$ cat config.mk
export PLATFORM = sky130hd
export DESIGN_NAME = wb_port_arbiter
export DESIGN_NICKNAME = d
export VERILOG_FILES = /design/src/rtl/wb_port_arbiter.sv
export SDC_FILE = /design/constraint.sdc
export NUM_CORES = 1
export LEC_CHECK = 0
export ABC_AREA = 1
export BUFFER_PORTS_ARGS = -buffer_cell sky130_fd_sc_hd__clkbuf_2
export CAP_MARGIN = 30
export CORE_UTILIZATION = 54
export DETAILED_ROUTE_END_ITERATION = 6
export PLACE_DENSITY = 0.9
export SETUP_SLACK_MARGIN = 0.1
export SYNTH_ARGS = -nofsm -noshare
export SYNTH_HDL_FRONTEND = slang
export SYNTH_SLANG_ARGS = --single-unit
$ cat constraint.sdc
create_clock -name clk -period 2.2 [get_ports clk]
set_input_delay 0.33 -clock clk [delete_from_list [all_inputs] [get_ports clk]]
set_output_delay 0.33 -clock clk [all_outputs]
set_load 0.01 [all_outputs]
$ cat src/rtl/wb_port_arbiter.sv
// wb_port_arbiter: picks one writer per cycle for the register file write port.
// Sources: in-order pipeline writebacks and long-latency results buffered in a
// 2-entry FIFO. A starvation counter raises stall_req_o so buffered results
// cannot be locked out by a pipeline that writes every cycle.
// Optional feature macro: WB_LL_BYPASS_EN (an LL result arriving while the FIFO
// is empty and the port is free is written directly, one cycle earlier).
module wb_port_arbiter #(
    parameter int DATA_W     = 32,
    parameter int ADDR_W     = 5,
    parameter int STARVE_MAX = 4
) (
    input  logic              clk,
    input  logic              rst,
    input  logic              p_we_i,
    input  logic [ADDR_W-1:0] p_waddr_i,
    input  logic [DATA_W-1:0] p_wdata_i,
    input  logic              stall_i,
    input  logic              flush_i,
    input  logic              ll_valid_i,
    output logic              ll_ready_o,
    input  logic [ADDR_W-1:0] ll_waddr_i,
    input  logic [DATA_W-1:0] ll_wdata_i,
    output logic              we_o,
    output logic [ADDR_W-1:0] waddr_o,
    output logic [DATA_W-1:0] wdata_o,
    output logic              ll_pending_o,
    output logic              stall_req_o
);

    localparam int SW = $clog2(STARVE_MAX + 1);
    localparam logic [SW-1:0] STARVE_LIM = SW'(STARVE_MAX);

    // FIFO storage and control
    logic [1:0][ADDR_W-1:0] addr_mem_q, addr_mem_d;
    logic [1:0][DATA_W-1:0] data_mem_q, data_mem_d;
    logic                   wr_ptr_q, wr_ptr_d;
    logic                   rd_ptr_q, rd_ptr_d;
    logic [1:0]             count_q, count_d;

    // Starvation tracking
    logic [SW-1:0]          starve_q, starve_d;
    logic                   stall_req_q, stall_req_d;

    // Registered write port
    logic                   we_q, we_d;
    logic [ADDR_W-1:0]      waddr_q, waddr_d;
    logic [DATA_W-1:0]      wdata_q, wdata_d;

    logic p_eff, fifo_ne, ll_xfer, ll_keep, enq, deq;

    // Ready depends only on registered occupancy; no same-cycle drain look-ahead.
    assign ll_ready_o   = (count_q < 2'd2);
    assign ll_pending_o = (count_q != 2'd0);
    assign stall_req_o  = stall_req_q;
    assign we_o         = we_q;
    assign waddr_o      = waddr_q;
    assign wdata_o      = wdata_q;

    assign fifo_ne = (count_q != 2'd0);
    assign ll_xfer = ll_valid_i & ll_ready_o;
    // r0 results are consumed by the handshake but never written.
    assign ll_keep = ll_xfer & (ll_waddr_i != '0);
    // Pipeline writes to r0 are bubbles; the port stays free for the FIFO.
    assign p_eff   = p_we_i & ~stall_i & ~flush_i & ~stall_req_q & (p_waddr_i != '0);

    // Port arbitration, FIFO bookkeeping and starvation counter next state.
    always_comb begin
        we_d       = 1'b0;
        waddr_d    = waddr_q;
        wdata_d    = wdata_q;
        deq        = 1'b0;
        enq        = ll_keep;
        addr_mem_d = addr_mem_q;
        data_mem_d = data_mem_q;

        // Forced drain beats the pipeline; p_eff is already masked by stall_req.
        if (fifo_ne && stall_req_q) begin
            deq = 1'b1;
        end else if (p_eff) begin
            we_d    = 1'b1;
            waddr_d = p_waddr_i;
            wdata_d = p_wdata_i;
        end else if (fifo_ne) begin
            deq = 1'b1;
        end else begin
`ifdef WB_LL_BYPASS_EN
            // Empty FIFO and idle port: skip the buffer entirely.
            if (ll_keep) begin
                we_d    = 1'b1;
                waddr_d = ll_waddr_i;
                wdata_d = ll_wdata_i;
                enq     = 1'b0;
            end
`endif
        end

        if (deq) begin
            we_d    = 1'b1;
            waddr_d = addr_mem_q[rd_ptr_q];
            wdata_d = data_mem_q[rd_ptr_q];
        end

        if (enq) begin
            addr_mem_d[wr_ptr_q] = ll_waddr_i;
            data_mem_d[wr_ptr_q] = ll_wdata_i;
        end

        wr_ptr_d = wr_ptr_q ^ enq;
        rd_ptr_d = rd_ptr_q ^ deq;
        count_d  = count_q + {1'b0, enq} - {1'b0, deq};

        // Count cycles a buffered result loses the port to the pipeline.
        if (!fifo_ne || deq) begin
            starve_d = '0;
        end else if (p_eff && (starve_q != STARVE_LIM)) begin
            starve_d = starve_q + 1'b1;
        end else begin
            starve_d = starve_q;
        end
        // Registered so it asserts the cycle the counter reaches its limit.
        stall_req_d = (starve_d == STARVE_LIM);
    end

    // State registers; synchronous reset drops all buffered results.
    always_ff @(posedge clk) begin
        if (rst) begin
            addr_mem_q  <= '0;
            data_mem_q  <= '0;
            wr_ptr_q    <= 1'b0;
            rd_ptr_q    <= 1'b0;
            count_q     <= 2'd0;
            starve_q    <= '0;
            stall_req_q <= 1'b0;
            we_q        <= 1'b0;
            waddr_q     <= '0;
            wdata_q     <= '0;
        end else begin
            addr_mem_q  <= addr_mem_d;
            data_mem_q  <= data_mem_d;
            wr_ptr_q    <= wr_ptr_d;
            rd_ptr_q    <= rd_ptr_d;
            count_q     <= count_d;
            starve_q    <= starve_d;
            stall_req_q <= stall_req_d;
            we_q        <= we_d;
            waddr_q     <= waddr_d;
            wdata_q     <= wdata_d;
        end
    end

endmodule

==> impl_metrics.yaml <==
clock_network:
  cts.sinks: 120
  clk_pin_slew_ns: 0.06
  post_cts_buffers: 0
  cts.path.max_buffers: 2
  htree_levels: 4
  holdBufCountCts: 0
  cts_tree: "yes"
  clkLatencyLatePin_ns: 0.51
  cts_resized: 0
  cts_made_buffers: 17
  ctsRootBufferMaster: "clkbuf_8"
timing:
  worst_pin_slew_ns: 0.730
  rsz0062_at_grt: "false"
  period_minus_slack_ns: 1.89
  max_clock_freq_ghz: 0.528
  slew-limit-headroom_pct: 51.2
  hold_slack_ns: 0.0560
  min_period_over_period_pct: 86.1
  setup_violations: 0
  drv_slew: 0
  fin_setup_tns_ns: 0
  fin_worst_skew_ns: 0.00761
  hold_viol: 0
detailed_routing:
  remaining_drc_errors: 0
  routed_wl_um: 14900
  route.vias.total: 5483
  viasPerCell: 5.43
  first_iter_violations: 630
  ant_nets: 0
  dr.pass1.iters: 6
  wl_per_cell_um: 14.7
power_and_ir_drop:
  pwr-share-seq_pct: 34.4
  internal-power_w: 0.00555
  switchingPower_w: 0.00299
  ir_worst_vdd_uv: 563
  swShare_pct: 35.1
  pwr-share-clk_pct: 35.1
  power_frac_comb_pct: 30.5
  power_density_mw_per_mm2: 1280
  power_leakage_nw: 3.34
worst_hold_path:
  holdPathStages: 3
  hp-class: "primary input to register"
synth:
  yosysTopAreaCell: "dfxtp_1"
  synth_common_cells: "183 x nor2_1, 141 x nand2_1, 120 x dfxtp_1, 94 x o21ai_0, 52 x nand3_1"
  synth_most_common_cell: "nor2_1"
  postSynthCellCount: 763
  synth_top_flop_cell: "dfxtp_1"
  yosysSeqAreaShare_pct: 44.4
  ys_ff_latch: 120
  synth_top_area_share_pct: 44.4
  ys_top_cells_by_area: "dfxtp_1 44%, nor2_1 13%, nand2_1 9.8%, o21ai_0 8.7%, nand3_1 4.8%"
  synth_nets: 849
  yosysWarnings: 0
  synthesis.area_mm2: 0.00541
  synth.avg_cell_area_um2: 7.10
  async_reset_ff_share_pct: 0
  synth_edf_count: 0
  synth.distinct_cells: 30
status:
  status: "complete, no violations"
layout:
  finalNonFillerCells: 1010
  diodes: 0
  post_route_cells_drive_above_1_share_pct: 21.4
  nNetsFinal: 950
  area_growth_pct: 23.7
placement:
  gp_congestion: 0.846
  dp.cells: 978
  io_buffers: 120
  dp_hpwl_um: 9330
setup_path:
  critPathMaxFanout: 62
  start_kind: "register"
  setup.worst_path.class: "register to register"
  critPathArrivalTime_ns: 2.35
  critical_path_required_ns: 2.66
  end_kind: "register"
  worstRegToRegCells: 8
grt:
  grtUsageTotal_pct: 29.5
  grt_pass1_wl_um: 23800
  first_global_vias: 4864
  grt_max_degree: 63
  antenna_found_initial: 0
  overflow: 0
floorplan:
  pin_count: 121
  dieArea_mm2: 0.0104
  start_util_pct: 55.6
  die_width_um: 102
  num_rows: 36
  die_y_um: 102
  core_mm2: 0.00973
flow_run:
  cap_viol_max_count: 0
per-stage QoR:
step           util, %  area (um^2)  worst slack (ns)  power [W]
6_report          68.8         6700             0.306    0.00854
5_1_grt           68.8         6700             0.140    0.00901
4_1_cts           68.8         6700             0.316    0.00850
3_5_place_dp      62.2         6050             0.228    0.00545
3_3_place_gp      62.2         6050             0.280    0.00540
2_1_floorplan        -         5410             0.368    0.00467
path summary, 6_finish.rpt:
| check | slack [ns] | from | end |
|---|---|---|---|
| worst max-delay path | 0.31 | stall_req_o$_SDFF_PP0_ | wdata_o[8]$_SDFFE_PP0P_ |
| worst min-delay path | 0.06 | ll_wdata_i[17] | data_mem_q[17]$_SDFFE_PP0P_ |
| worst max register to register | 0.31 | stall_req_o$_SDFF_PP0_ | wdata_o[8]$_SDFFE_PP0P_ |
| worst min register to register | 0.48 | wdata_o[17]$_SDFFE_PP0P_ | wdata_o[17]$_SDFFE_PP0P_ |
registers in the layout, indices dropped and copies added (netlist names):
name and flops:
rd_ptr_q 1, starve_q 3, count_q 2, waddr_o 5, we_o 1, wr_ptr_q 1
stall_req_o 1, data_mem_q 64, addr_mem_q 10, wdata_o 32
cell families after synthesis:
group	Yosys count	synth area share [%]
AND/OR/NAND/NOR	446	36.2
flip-flops	120	44.4
adder cells (fa/ha/maj)	6	1.39
XOR/XNOR	2	0.324
buffers and inverters	88	8.18
AO/OA/AOI/OAI	101	9.54
per-layer routing:
metal	track usage, %	vias up	routed length [um]
li1	-	2661	-
met5	0	-	0
met3	6.57	34	1490
met1	41.5	2440	6550
met2	43.9	348	6490
met4	11.5	0	359
critical path, cell delays in order, from the launching register on:
cell and delay (ns):
dfxtp_1 0.31, inv_1 0.06, nand2_2 0.08, nor2_8 0.15, nand2_4 0.10, buf_12 0.21, a21oi_4 0.61, nand3_1 0.20
nand2_1 0.10
area by class of cell:
type | count | area [um^2]
inverter | 33 | 124
multi-input combinational | 555 | 2570
clock buffer | 21 | 449
timing repair buffer | 137 | 791
clock inverter | 11 | 194
sequential | 120 | 2400
fill | 741 | 3030
tap | 133 | 166
power by group through the flow:
stage	clock network [W]	registers, W	logic (W)
floorplan	0	0.00300	0.00167
global placement	0	0.00294	0.00246
detailed placement	0	0.00296	0.00249
CTS	0.00302	0.00292	0.00255
global route	0.00314	0.00298	0.00289
finish	0.00300	0.00294	0.00261
cell usage in the layout (no fill, tap or decap):
master,Yosys,final
nor2_1,183,183
nand2_1,141,141
dfxtp_1,120,120
clkbuf_2,0,120
o21ai_0,94,94
nand3_1,52,52
nand4_1,32,32
inv_1,30,29
clkbuf_16,0,16
buf_4,2,12
or2_0,11,11
nand2_2,10,10
or2_1,7,7
ha_1,6,6
a21oi_1,5,5
bufinv_16,0,5
buf_12,2,5
clkinvlp_4,0,4
nor2_2,3,3
inv_2,2,3
clkbuf_8,0,3
nand3b_1,2,2
clkbuf_1,23,2
nor3_1,1,1
nand3_4,1,1
nor2_8,1,1
nand2_4,1,1
nand2_8,1,1
xor2_1,1,1
clkinv_1,1,1
a21oi_4,1,1
o21ai_1,1,1
xnor2_1,1,1
inv_6,0,1
clkinv_2,0,1
Power figures use the tool's default switching activity.
